**src/rtl/riscv_pkg.sv**
```systemverilog
// Shared RV32 decode encodings: opcodes, ALU/immediate/result selects and the
// bundle of control bits carried across the D->E boundary.
package riscv_pkg;

   localparam logic [6:0] OP_R      = 7'b0110011;
   localparam logic [6:0] OP_I      = 7'b0010011;
   localparam logic [6:0] OP_LOAD   = 7'b0000011;
   localparam logic [6:0] OP_STORE  = 7'b0100011;
   localparam logic [6:0] OP_BRANCH = 7'b1100011;
   localparam logic [6:0] OP_JAL    = 7'b1101111;
   localparam logic [6:0] OP_JALR   = 7'b1100111;
   localparam logic [6:0] OP_LUI    = 7'b0110111;
   localparam logic [6:0] OP_AUIPC  = 7'b0010111;

   localparam logic [6:0] F7_BASE = 7'b0000000;
   localparam logic [6:0] F7_ALT  = 7'b0100000;
   localparam logic [6:0] F7_MEXT = 7'b0000001;

   typedef enum logic [3:0] {
      ALU_ADD  = 4'h0, ALU_SUB  = 4'h1, ALU_AND  = 4'h2, ALU_OR   = 4'h3,
      ALU_XOR  = 4'h4, ALU_SLT  = 4'h5, ALU_SLTU = 4'h6, ALU_SLL  = 4'h7,
      ALU_SRL  = 4'h8, ALU_SRA  = 4'h9, ALU_MUL  = 4'hA, ALU_MULH = 4'hB,
      ALU_DIV  = 4'hC, ALU_DIVU = 4'hD, ALU_REM  = 4'hE, ALU_REMU = 4'hF
   } alu_op_t;

   typedef enum logic [2:0] {
      IMM_I = 3'd0, IMM_S = 3'd1, IMM_B = 3'd2, IMM_J = 3'd3, IMM_U = 3'd4
   } imm_src_t;

   typedef enum logic [1:0] {
      RES_ALU = 2'd0, RES_MEM = 2'd1, RES_PC4 = 2'd2
   } res_src_t;

   typedef enum logic {
      MD_IDLE = 1'b0,
      MD_RUN  = 1'b1
   } md_state_t;

   typedef struct packed {
      logic     valid;
      logic     illegal;
      logic     reg_write;
      logic     mem_write;
      logic     alu_src;
      logic     branch;
      logic     jump;
      res_src_t result_src;
      alu_op_t  alu_ctrl;
   } ctrl_t;

   // funct3 -> ALU op for the unmodified (funct7 = 0) register/immediate forms
   function automatic alu_op_t base_alu_op(input logic [2:0] funct3);
      case (funct3)
         3'b000:  return ALU_ADD;
         3'b001:  return ALU_SLL;
         3'b010:  return ALU_SLT;
         3'b011:  return ALU_SLTU;
         3'b100:  return ALU_XOR;
         3'b101:  return ALU_SRL;
         3'b110:  return ALU_OR;
         default: return ALU_AND;
      endcase
   endfunction

   function automatic logic is_mul_op(input alu_op_t op);
      return (op == ALU_MUL) || (op == ALU_MULH);
   endfunction

   function automatic logic is_div_op(input alu_op_t op);
      return (op == ALU_DIV) || (op == ALU_DIVU) || (op == ALU_REM) || (op == ALU_REMU);
   endfunction

endpackage

```
**src/rtl/decode_ctrl_stage_if.sv**
```systemverilog
// Decode-stage control bundle: instruction/hazard inputs in, registered
// Execute controls and the M-op busy flag out.
interface decode_ctrl_stage_if;
   logic [31:0] InstrD;
   logic        ValidD;
   logic        StallE;
   logic        FlushE;
   logic [2:0]  ImmSrcD;
   logic        RegWriteE;
   logic        MemWriteE;
   logic        ALUSrcE;
   logic        BranchE;
   logic        JumpE;
   logic [1:0]  ResultSrcE;
   logic [3:0]  ALUControlE;
   logic        ValidE;
   logic        IllegalE;
   logic        MdBusy;

   modport master (
      output InstrD, ValidD, StallE, FlushE,
      input  ImmSrcD, RegWriteE, MemWriteE, ALUSrcE, BranchE, JumpE,
      input  ResultSrcE, ALUControlE, ValidE, IllegalE, MdBusy
   );

   modport slave (
      input  InstrD, ValidD, StallE, FlushE,
      output ImmSrcD, RegWriteE, MemWriteE, ALUSrcE, BranchE, JumpE,
      output ResultSrcE, ALUControlE, ValidE, IllegalE, MdBusy
   );
endinterface

```
**src/rtl/instr_decoder.sv**
```systemverilog
// Combinational RV32I(+M) decoder: instruction word to Execute controls and
// immediate format; illegal encodings come out with every control cleared.
module instr_decoder
   import riscv_pkg::*;
#(
   parameter bit EN_MEXT = 1'b1
) (
   input  logic [31:0] instr,
   output ctrl_t       ctrl,
   output imm_src_t    imm_src
);

   logic [6:0] opcode;
   logic [6:0] funct7;
   logic [2:0] funct3;
   logic       illegal;
   ctrl_t      dec;
   logic       unused_fields;

   assign opcode        = instr[6:0];
   assign funct3        = instr[14:12];
   assign funct7        = instr[31:25];
   assign unused_fields = ^{instr[24:15], instr[11:7]};

   always_comb begin
      dec     = '0;
      imm_src = IMM_I;
      illegal = 1'b0;
      case (opcode)
         OP_R: begin
            dec.reg_write = 1'b1;
            case (funct7)
               F7_BASE: dec.alu_ctrl = base_alu_op(funct3);
               F7_ALT: begin
                  if (funct3 == 3'b000)      dec.alu_ctrl = ALU_SUB;
                  else if (funct3 == 3'b101) dec.alu_ctrl = ALU_SRA;
                  else                       illegal = 1'b1;
               end
               F7_MEXT: begin
                  if (!EN_MEXT) begin
                     illegal = 1'b1;
                  end else begin
                     case (funct3)
                        3'b000:  dec.alu_ctrl = ALU_MUL;
                        3'b001:  dec.alu_ctrl = ALU_MULH;
                        3'b100:  dec.alu_ctrl = ALU_DIV;
                        3'b101:  dec.alu_ctrl = ALU_DIVU;
                        3'b110:  dec.alu_ctrl = ALU_REM;
                        3'b111:  dec.alu_ctrl = ALU_REMU;
                        default: illegal = 1'b1;
                     endcase
                  end
               end
               default: illegal = 1'b1;
            endcase
         end
         OP_I: begin
            dec.reg_write = 1'b1;
            dec.alu_src   = 1'b1;
            // Shift immediates carry a funct7 in imm[11:5]; other forms use it as data
            case (funct3)
               3'b001: begin
                  if (funct7 == F7_BASE) dec.alu_ctrl = ALU_SLL;
                  else                   illegal = 1'b1;
               end
               3'b101: begin
                  if (funct7 == F7_BASE)     dec.alu_ctrl = ALU_SRL;
                  else if (funct7 == F7_ALT) dec.alu_ctrl = ALU_SRA;
                  else                       illegal = 1'b1;
               end
               default: dec.alu_ctrl = base_alu_op(funct3);
            endcase
         end
         OP_LOAD: begin
            dec.reg_write  = 1'b1;
            dec.alu_src    = 1'b1;
            dec.result_src = RES_MEM;
            if (funct3 == 3'b011 || funct3 == 3'b110 || funct3 == 3'b111) illegal = 1'b1;
         end
         OP_STORE: begin
            dec.mem_write = 1'b1;
            dec.alu_src   = 1'b1;
            imm_src       = IMM_S;
            if (funct3[2] || funct3 == 3'b011) illegal = 1'b1;
         end
         OP_BRANCH: begin
            dec.branch   = 1'b1;
            dec.alu_ctrl = ALU_SUB;
            imm_src      = IMM_B;
            if (funct3[2:1] == 2'b01) illegal = 1'b1;
         end
         OP_JAL: begin
            dec.jump       = 1'b1;
            dec.reg_write  = 1'b1;
            dec.result_src = RES_PC4;
            imm_src        = IMM_J;
         end
         OP_JALR: begin
            dec.jump       = 1'b1;
            dec.reg_write  = 1'b1;
            dec.result_src = RES_PC4;
            dec.alu_src    = 1'b1;
            if (funct3 != 3'b000) illegal = 1'b1;
         end
         OP_LUI, OP_AUIPC: begin
            dec.reg_write = 1'b1;
            dec.alu_src   = 1'b1;
            imm_src       = IMM_U;
         end
         default: illegal = 1'b1;
      endcase

      ctrl = dec;
      if (illegal) begin
         ctrl         = '0;
         ctrl.illegal = 1'b1;
      end
   end

endmodule

```
**src/rtl/decode_ctrl_stage.sv**
```systemverilog
// Decode control with the registered D->E control boundary and the multi-cycle
// M-extension sequencer that holds Execute (and stalls F/D) for LAT cycles.
module decode_ctrl_stage
   import riscv_pkg::*;
#(
   parameter bit EN_MEXT = 1'b1,
   parameter int MUL_LAT = 2,
   parameter int DIV_LAT = 33
) (
   input  logic                clk,
   input  logic                rst,
   decode_ctrl_stage_if.slave  bus
);

   localparam int MAX_LAT = (MUL_LAT > DIV_LAT) ? MUL_LAT : DIV_LAT;
   localparam int CW      = $clog2(MAX_LAT + 1);
   localparam logic [CW-1:0] MUL_LOAD = CW'(MUL_LAT - 1);
   localparam logic [CW-1:0] DIV_LOAD = CW'(DIV_LAT - 1);
   localparam bit MUL_MC = (MUL_LAT > 1);
   localparam bit DIV_MC = (DIV_LAT > 1);

   ctrl_t     dec_ctrl;
   ctrl_t     cap_ctrl;
   ctrl_t     ctrl_p1;
   imm_src_t  imm_src;
   md_state_t state, state_nx;
   logic [CW-1:0] cnt, cnt_nx;
   logic      md_busy;
   logic      capture;
   logic      start_md;

   instr_decoder #(
      .EN_MEXT (EN_MEXT)
   ) u_instr_decoder (
      .instr   (bus.InstrD),
      .ctrl    (dec_ctrl),
      .imm_src (imm_src)
   );

   always_comb begin
      cap_ctrl = '0;
      if (bus.ValidD) begin
         cap_ctrl       = dec_ctrl;
         cap_ctrl.valid = 1'b1;
      end
   end

   assign md_busy  = (state == MD_RUN);
   assign capture  = !bus.FlushE && !bus.StallE && !md_busy;
   // Illegal words decode to ADD, so they can never start the sequencer
   assign start_md = capture && cap_ctrl.valid &&
                     ((is_mul_op(cap_ctrl.alu_ctrl) && MUL_MC) ||
                      (is_div_op(cap_ctrl.alu_ctrl) && DIV_MC));

   always_comb begin
      state_nx = state;
      cnt_nx   = cnt;
      case (state)
         MD_IDLE: begin
            if (start_md) begin
               state_nx = MD_RUN;
               cnt_nx   = is_mul_op(cap_ctrl.alu_ctrl) ? MUL_LOAD : DIV_LOAD;
            end
         end
         MD_RUN: begin
            if (bus.FlushE || cnt == CW'(1)) begin
               state_nx = MD_IDLE;
               cnt_nx   = '0;
            end else begin
               cnt_nx = cnt - 1'b1;
            end
         end
         default: begin
            state_nx = MD_IDLE;
            cnt_nx   = '0;
         end
      endcase
   end

   // D -> E boundary
   always_ff @(posedge clk or negedge rst) begin
      if (!rst) begin
         ctrl_p1 <= '0;
         state   <= MD_IDLE;
         cnt     <= '0;
      end else begin
         state <= state_nx;
         cnt   <= cnt_nx;
         if (bus.FlushE)   ctrl_p1 <= '0;
         else if (capture) ctrl_p1 <= cap_ctrl;
      end
   end

   assign bus.ImmSrcD     = imm_src;
   assign bus.RegWriteE   = ctrl_p1.reg_write;
   assign bus.MemWriteE   = ctrl_p1.mem_write;
   assign bus.ALUSrcE     = ctrl_p1.alu_src;
   assign bus.BranchE     = ctrl_p1.branch;
   assign bus.JumpE       = ctrl_p1.jump;
   assign bus.ResultSrcE  = ctrl_p1.result_src;
   assign bus.ALUControlE = ctrl_p1.alu_ctrl;
   assign bus.ValidE      = ctrl_p1.valid;
   assign bus.IllegalE    = ctrl_p1.illegal;
   assign bus.MdBusy      = md_busy;

endmodule

```
**src/flat_wrapper.sv**
```systemverilog
// flat-port wrapper written by rule: the top's interface ports become plain ports
module decode_ctrl_stage_flat import riscv_pkg::*;
#(
   parameter bit EN_MEXT = 1'b1,
   parameter int MUL_LAT = 2,
   parameter int DIV_LAT = 33
)
  (clk, rst, bus_InstrD, bus_ValidD, bus_StallE, bus_FlushE, bus_ImmSrcD, bus_RegWriteE, bus_MemWriteE, bus_ALUSrcE, bus_BranchE, bus_JumpE, bus_ResultSrcE, bus_ALUControlE, bus_ValidE, bus_IllegalE, bus_MdBusy);
  decode_ctrl_stage_if bus_i ();
  input  logic clk;
  input  logic rst;
  input wire logic [$bits(bus_i.InstrD)-1:0] bus_InstrD;
  input wire logic [$bits(bus_i.ValidD)-1:0] bus_ValidD;
  input wire logic [$bits(bus_i.StallE)-1:0] bus_StallE;
  input wire logic [$bits(bus_i.FlushE)-1:0] bus_FlushE;
  output wire logic [$bits(bus_i.ImmSrcD)-1:0] bus_ImmSrcD;
  output wire logic [$bits(bus_i.RegWriteE)-1:0] bus_RegWriteE;
  output wire logic [$bits(bus_i.MemWriteE)-1:0] bus_MemWriteE;
  output wire logic [$bits(bus_i.ALUSrcE)-1:0] bus_ALUSrcE;
  output wire logic [$bits(bus_i.BranchE)-1:0] bus_BranchE;
  output wire logic [$bits(bus_i.JumpE)-1:0] bus_JumpE;
  output wire logic [$bits(bus_i.ResultSrcE)-1:0] bus_ResultSrcE;
  output wire logic [$bits(bus_i.ALUControlE)-1:0] bus_ALUControlE;
  output wire logic [$bits(bus_i.ValidE)-1:0] bus_ValidE;
  output wire logic [$bits(bus_i.IllegalE)-1:0] bus_IllegalE;
  output wire logic [$bits(bus_i.MdBusy)-1:0] bus_MdBusy;
  assign bus_i.InstrD = bus_InstrD;
  assign bus_i.ValidD = bus_ValidD;
  assign bus_i.StallE = bus_StallE;
  assign bus_i.FlushE = bus_FlushE;
  assign bus_ImmSrcD = bus_i.ImmSrcD;
  assign bus_RegWriteE = bus_i.RegWriteE;
  assign bus_MemWriteE = bus_i.MemWriteE;
  assign bus_ALUSrcE = bus_i.ALUSrcE;
  assign bus_BranchE = bus_i.BranchE;
  assign bus_JumpE = bus_i.JumpE;
  assign bus_ResultSrcE = bus_i.ResultSrcE;
  assign bus_ALUControlE = bus_i.ALUControlE;
  assign bus_ValidE = bus_i.ValidE;
  assign bus_IllegalE = bus_i.IllegalE;
  assign bus_MdBusy = bus_i.MdBusy;
  decode_ctrl_stage #(.EN_MEXT(EN_MEXT), .MUL_LAT(MUL_LAT), .DIV_LAT(DIV_LAT)) u_core (.clk(clk), .rst(rst), .bus(bus_i));
endmodule
```
**config.mk**
```make
export PLATFORM = sky130hd
export DESIGN_NAME = decode_ctrl_stage_flat
export DESIGN_NICKNAME = d
export VERILOG_FILES = /design/src/rtl/riscv_pkg.sv /design/src/rtl/decode_ctrl_stage_if.sv /design/src/rtl/instr_decoder.sv /design/src/rtl/decode_ctrl_stage.sv /design/src/flat_wrapper.sv
export SDC_FILE = /design/constraint.sdc
export NUM_CORES = 1
export LEC_CHECK = 0
export ABC_AREA = 1
export ABC_CLOCK_PERIOD_IN_PS = 2620
export BUFFER_PORTS_ARGS = -buffer_cell sky130_fd_sc_hd__buf_2
export CORE_AREA = 2 2 57 59
export CTS_BUF_LIST = sky130_fd_sc_hd__clkbuf_4
export CTS_CLUSTER_DIAMETER = 60
export CTS_CLUSTER_SIZE = 25
export DETAILED_ROUTE_END_ITERATION = 6
export DIE_AREA = 0 0 59 61
export PLACE_DENSITY = 0.84
export SYNTH_ARGS = -nofsm -noshare
export SYNTH_HDL_FRONTEND = slang
export SYNTH_SLANG_ARGS = --single-unit
```
**constraint.sdc**
```tcl
create_clock -name clk -period 2.62 [get_ports clk]
set_input_delay 0.524 -clock clk [delete_from_list [all_inputs] [get_ports clk]]
set_output_delay 0.524 -clock clk [all_outputs]
set_load 0.03 [all_outputs]
```
==> impl_metrics.tcl <==
set metrics [dict create \
    status "completed" \
    register_area_um2 475 \
    avgViaCountPerCell 5.13 \
    antenna_found_initial 0 \
    clk_latency_ns 0.30 \
    ys_async_sr_fraction 1.00 \
    place_hpwl_um 2780 \
    die_h_um 61 \
    cts_root_buf "clkbuf_4" \
    overflow 0 \
    drtIter0Drc 84 \
    rsz0062_at_grt "no" \
    timing.final.crit_share 0.781 \
    initial_core_util 0.532 \
    hp-class "input port to asynchronous set/reset pin" \
    path_clk_slew_ns 0.11 \
    fp.dieW_um 59 \
    synth_edf_count 0 \
    synthesis.area_um2 1570 \
    worstPathRequired_ns 2.10 \
    synthToLayoutAreaGrowth_pct 15.9 \
    multi_input_area_um2 965 \
    reg2reg_setup_slack_ns 0.93 \
    drive_above_1_share 0.248 \
    yosysSeqAreaShare 0.303 \
    io_pins 54 \
    gp_congestion 0.940 \
    port_buffers 38 \
    yosys.area.top_type "dfrtp_1" \
    hold_viol 0 \
    drt-total-wl_um 3490 \
    ant_nets 0 \
    setup_viol 0 \
    final_net_count 322 \
    grt_pass1_vias 1506 \
    reg2reg_depth 6 \
    drc 0 \
    dr.pass1.iters 4 \
    syn_nets 281 \
    leakagePower_nw 1.08 \
    synth-warning-count 0 \
    cts.sinks 19 \
    path_class "input port to primary output" \
    synth_top_cell_area_share 0.303 \
    wl_per_cell_um 11.1 \
    postSynthRegisterBits 19 \
    max_freq_ghz 0.489 \
    skew_ns 0.00685 \
    slew_violations 0 \
    grt_usage 0.214 \
    arrival_ns 1.52 \
    die-area_um2 3600 \
    cts_buffer_depth 2 \
    post_cts_buffers 0 \
    power_density_nw_per_um2 305 \
    slew_headroom 0.706 \
    r2r-start "u_core.bus.MdBusy" \
    ctsHtreeMaxLevel 1 \
    post-route-cell-area_um2 1820 \
    r2r_end "u_core.cnt[1]" \
    final.setup.tns_ns 0 \
    worstPathMaxFanout 3 \
    vias 1617 \
    core_area_um2 2950 \
    fin_hold_ws_ns 0.148 \
    cts-hold-fix-buffers 0 \
    grt_max_degree 20 \
    numCtsBuffers 3 \
    maxCapViolations 0 \
    yosysUniqueCellTypes 29 \
    cts_tree "yes" \
    endpoint_kind "primary output" \
    placement.cell_area_um2 1790 \
    max-vdd-ir-drop_mv 0.321 \
    fin_crit_ns 2.05 \
    syn_area_per_cell_um2 6.49 \
    grt_pass1_wl_um 6090 \
    antenna_cells 0 \
    post_cts_resized 0 \
    fill_cells 300 \
    synthTopCellsByArea "dfrtp_1 30%, nand2_1 18%, nand3_1 8.9%" \
    power_w 0.000555 \
    start_kind "input port" \
    fp-row-count 20 \
    fin_util 0.617 \
    ys.flop_type "dfrtp_1" \
    worst_pin_slew_ns 0.441 \
    synth_cells 242 \
]
-- cell type report --
| cell class | instances | share of cell area |
|---|---|---|
| multi-input combinational | 189 | 0.530 |
| sequential | 19 | 0.261 |
| timing repair buffer | 38 | 0.104 |
| inverter | 32 | 0.0659 |
| clock buffer | 4 | 0.0165 |
| tap | 33 | 0.0227 |
-- routing by layer --
metal	wire length, um	GRT usage	share of wire
met1	1620	0.280	0.46
met2	1650	0.370	0.47
met3	223	0.0512	0.064
met4	0	0.0260	0
met5	0	0	0
-- worst max path at each step --
stage	start	endpoint	slack [ns]	cells after the start
3_5_place_dp	bus_InstrD[4]	bus_ImmSrcD[1]	0.57	9
2_1_floorplan	bus_InstrD[4]	bus_ImmSrcD[1]	0.55	5
3_3_place_gp	bus_InstrD[4]	bus_ImmSrcD[1]	0.59	9
5_1_grt	bus_InstrD[4]	bus_ImmSrcD[1]	0.42	9
6_report	bus_InstrD[4]	bus_ImmSrcD[1]	0.57	9
4_1_cts	bus_InstrD[4]	bus_ImmSrcD[1]	0.57	9
-- kinds of logic (layout without fill, tap and decap cells) --
kind of cell,Yosys count,after routing,share of synthesized area
flops,19,19,0.303
buf+inv,34,74,0.0836
xor+xnor,3,3,0.0167
fa+ha+maj,2,2,0.0159
simple gates,163,163,0.509
compound gates,21,21,0.0725
-- where the power goes --
group	switching, W	internal (W)
Combinational	0.0000702	0.0000304
Sequential	0.00000139	0.000295
Clock	0.0000878	0.0000696
-- synth_stat cells (2+ instances only) --
cell / n
ha_1: 2
nand3_1: 28
o21ai_0: 8
nor2_2: 5
nor2_1: 30
nand2_1: 75
xnor2_1: 3
dfrtp_1: 19
a21oi_1: 4
nor3_1: 3
nor2_4: 5
inv_2: 6
inv_1: 25
nand3_4: 2
nand4_1: 4
nand2_2: 5
o21ai_1: 6
-- critical path: stages --
cell	delay, ns
buf_2	0.10
inv_1	0.09
nand2_1	0.10
nor2_2	0.13
nand3_1	0.11
nor2_1	0.13
inv_1	0.06
o21ai_0	0.06
buf_2	0.21
-- placed cells by master (no fill, tap or decap) --
cell,count
o21ai_1,6
a21oi_2,1
nand2_4,1
nand2_2,5
o211ai_1,1
xnor2_1,3
nand2_1,75
nand4_1,4
nor3_1,3
a21oi_1,4
nand3_1,28
nor2_1,30
nand3_4,2
or3_1,1
nor2_8,1
clkbuf_4,4
dfrtp_1,19
nor2_2,5
inv_2,6
o21bai_1,1
nor2_4,5
clkinv_1,1
o21ai_0,8
ha_1,2
nor3_4,1
nor3_2,1
buf_2,38
nand3b_1,1
inv_1,25
-- flip-flops by register name, indices dropped and copies added (netlist names) --
signal                  flops
u_core.cnt                  6
u_core.bus.BranchE          1
u_core.bus.ValidE           1
u_core.bus.ALUControlE      4
u_core.bus.RegWriteE        1
u_core.bus.IllegalE         1
u_core.bus.MdBusy           1
u_core.bus.ALUSrcE          1
u_core.bus.MemWriteE        1
u_core.bus.ResultSrcE       2
-- stage by stage --
stage | worst slack (ns) | cells
floorplan | 0.549 | 242
global placement | 0.588 | 311
detailed placement | 0.574 | 311
CTS | 0.568 | 315
global route | 0.420 | 315
finish | 0.574 | 315
Power figures use the tool's default switching activity.
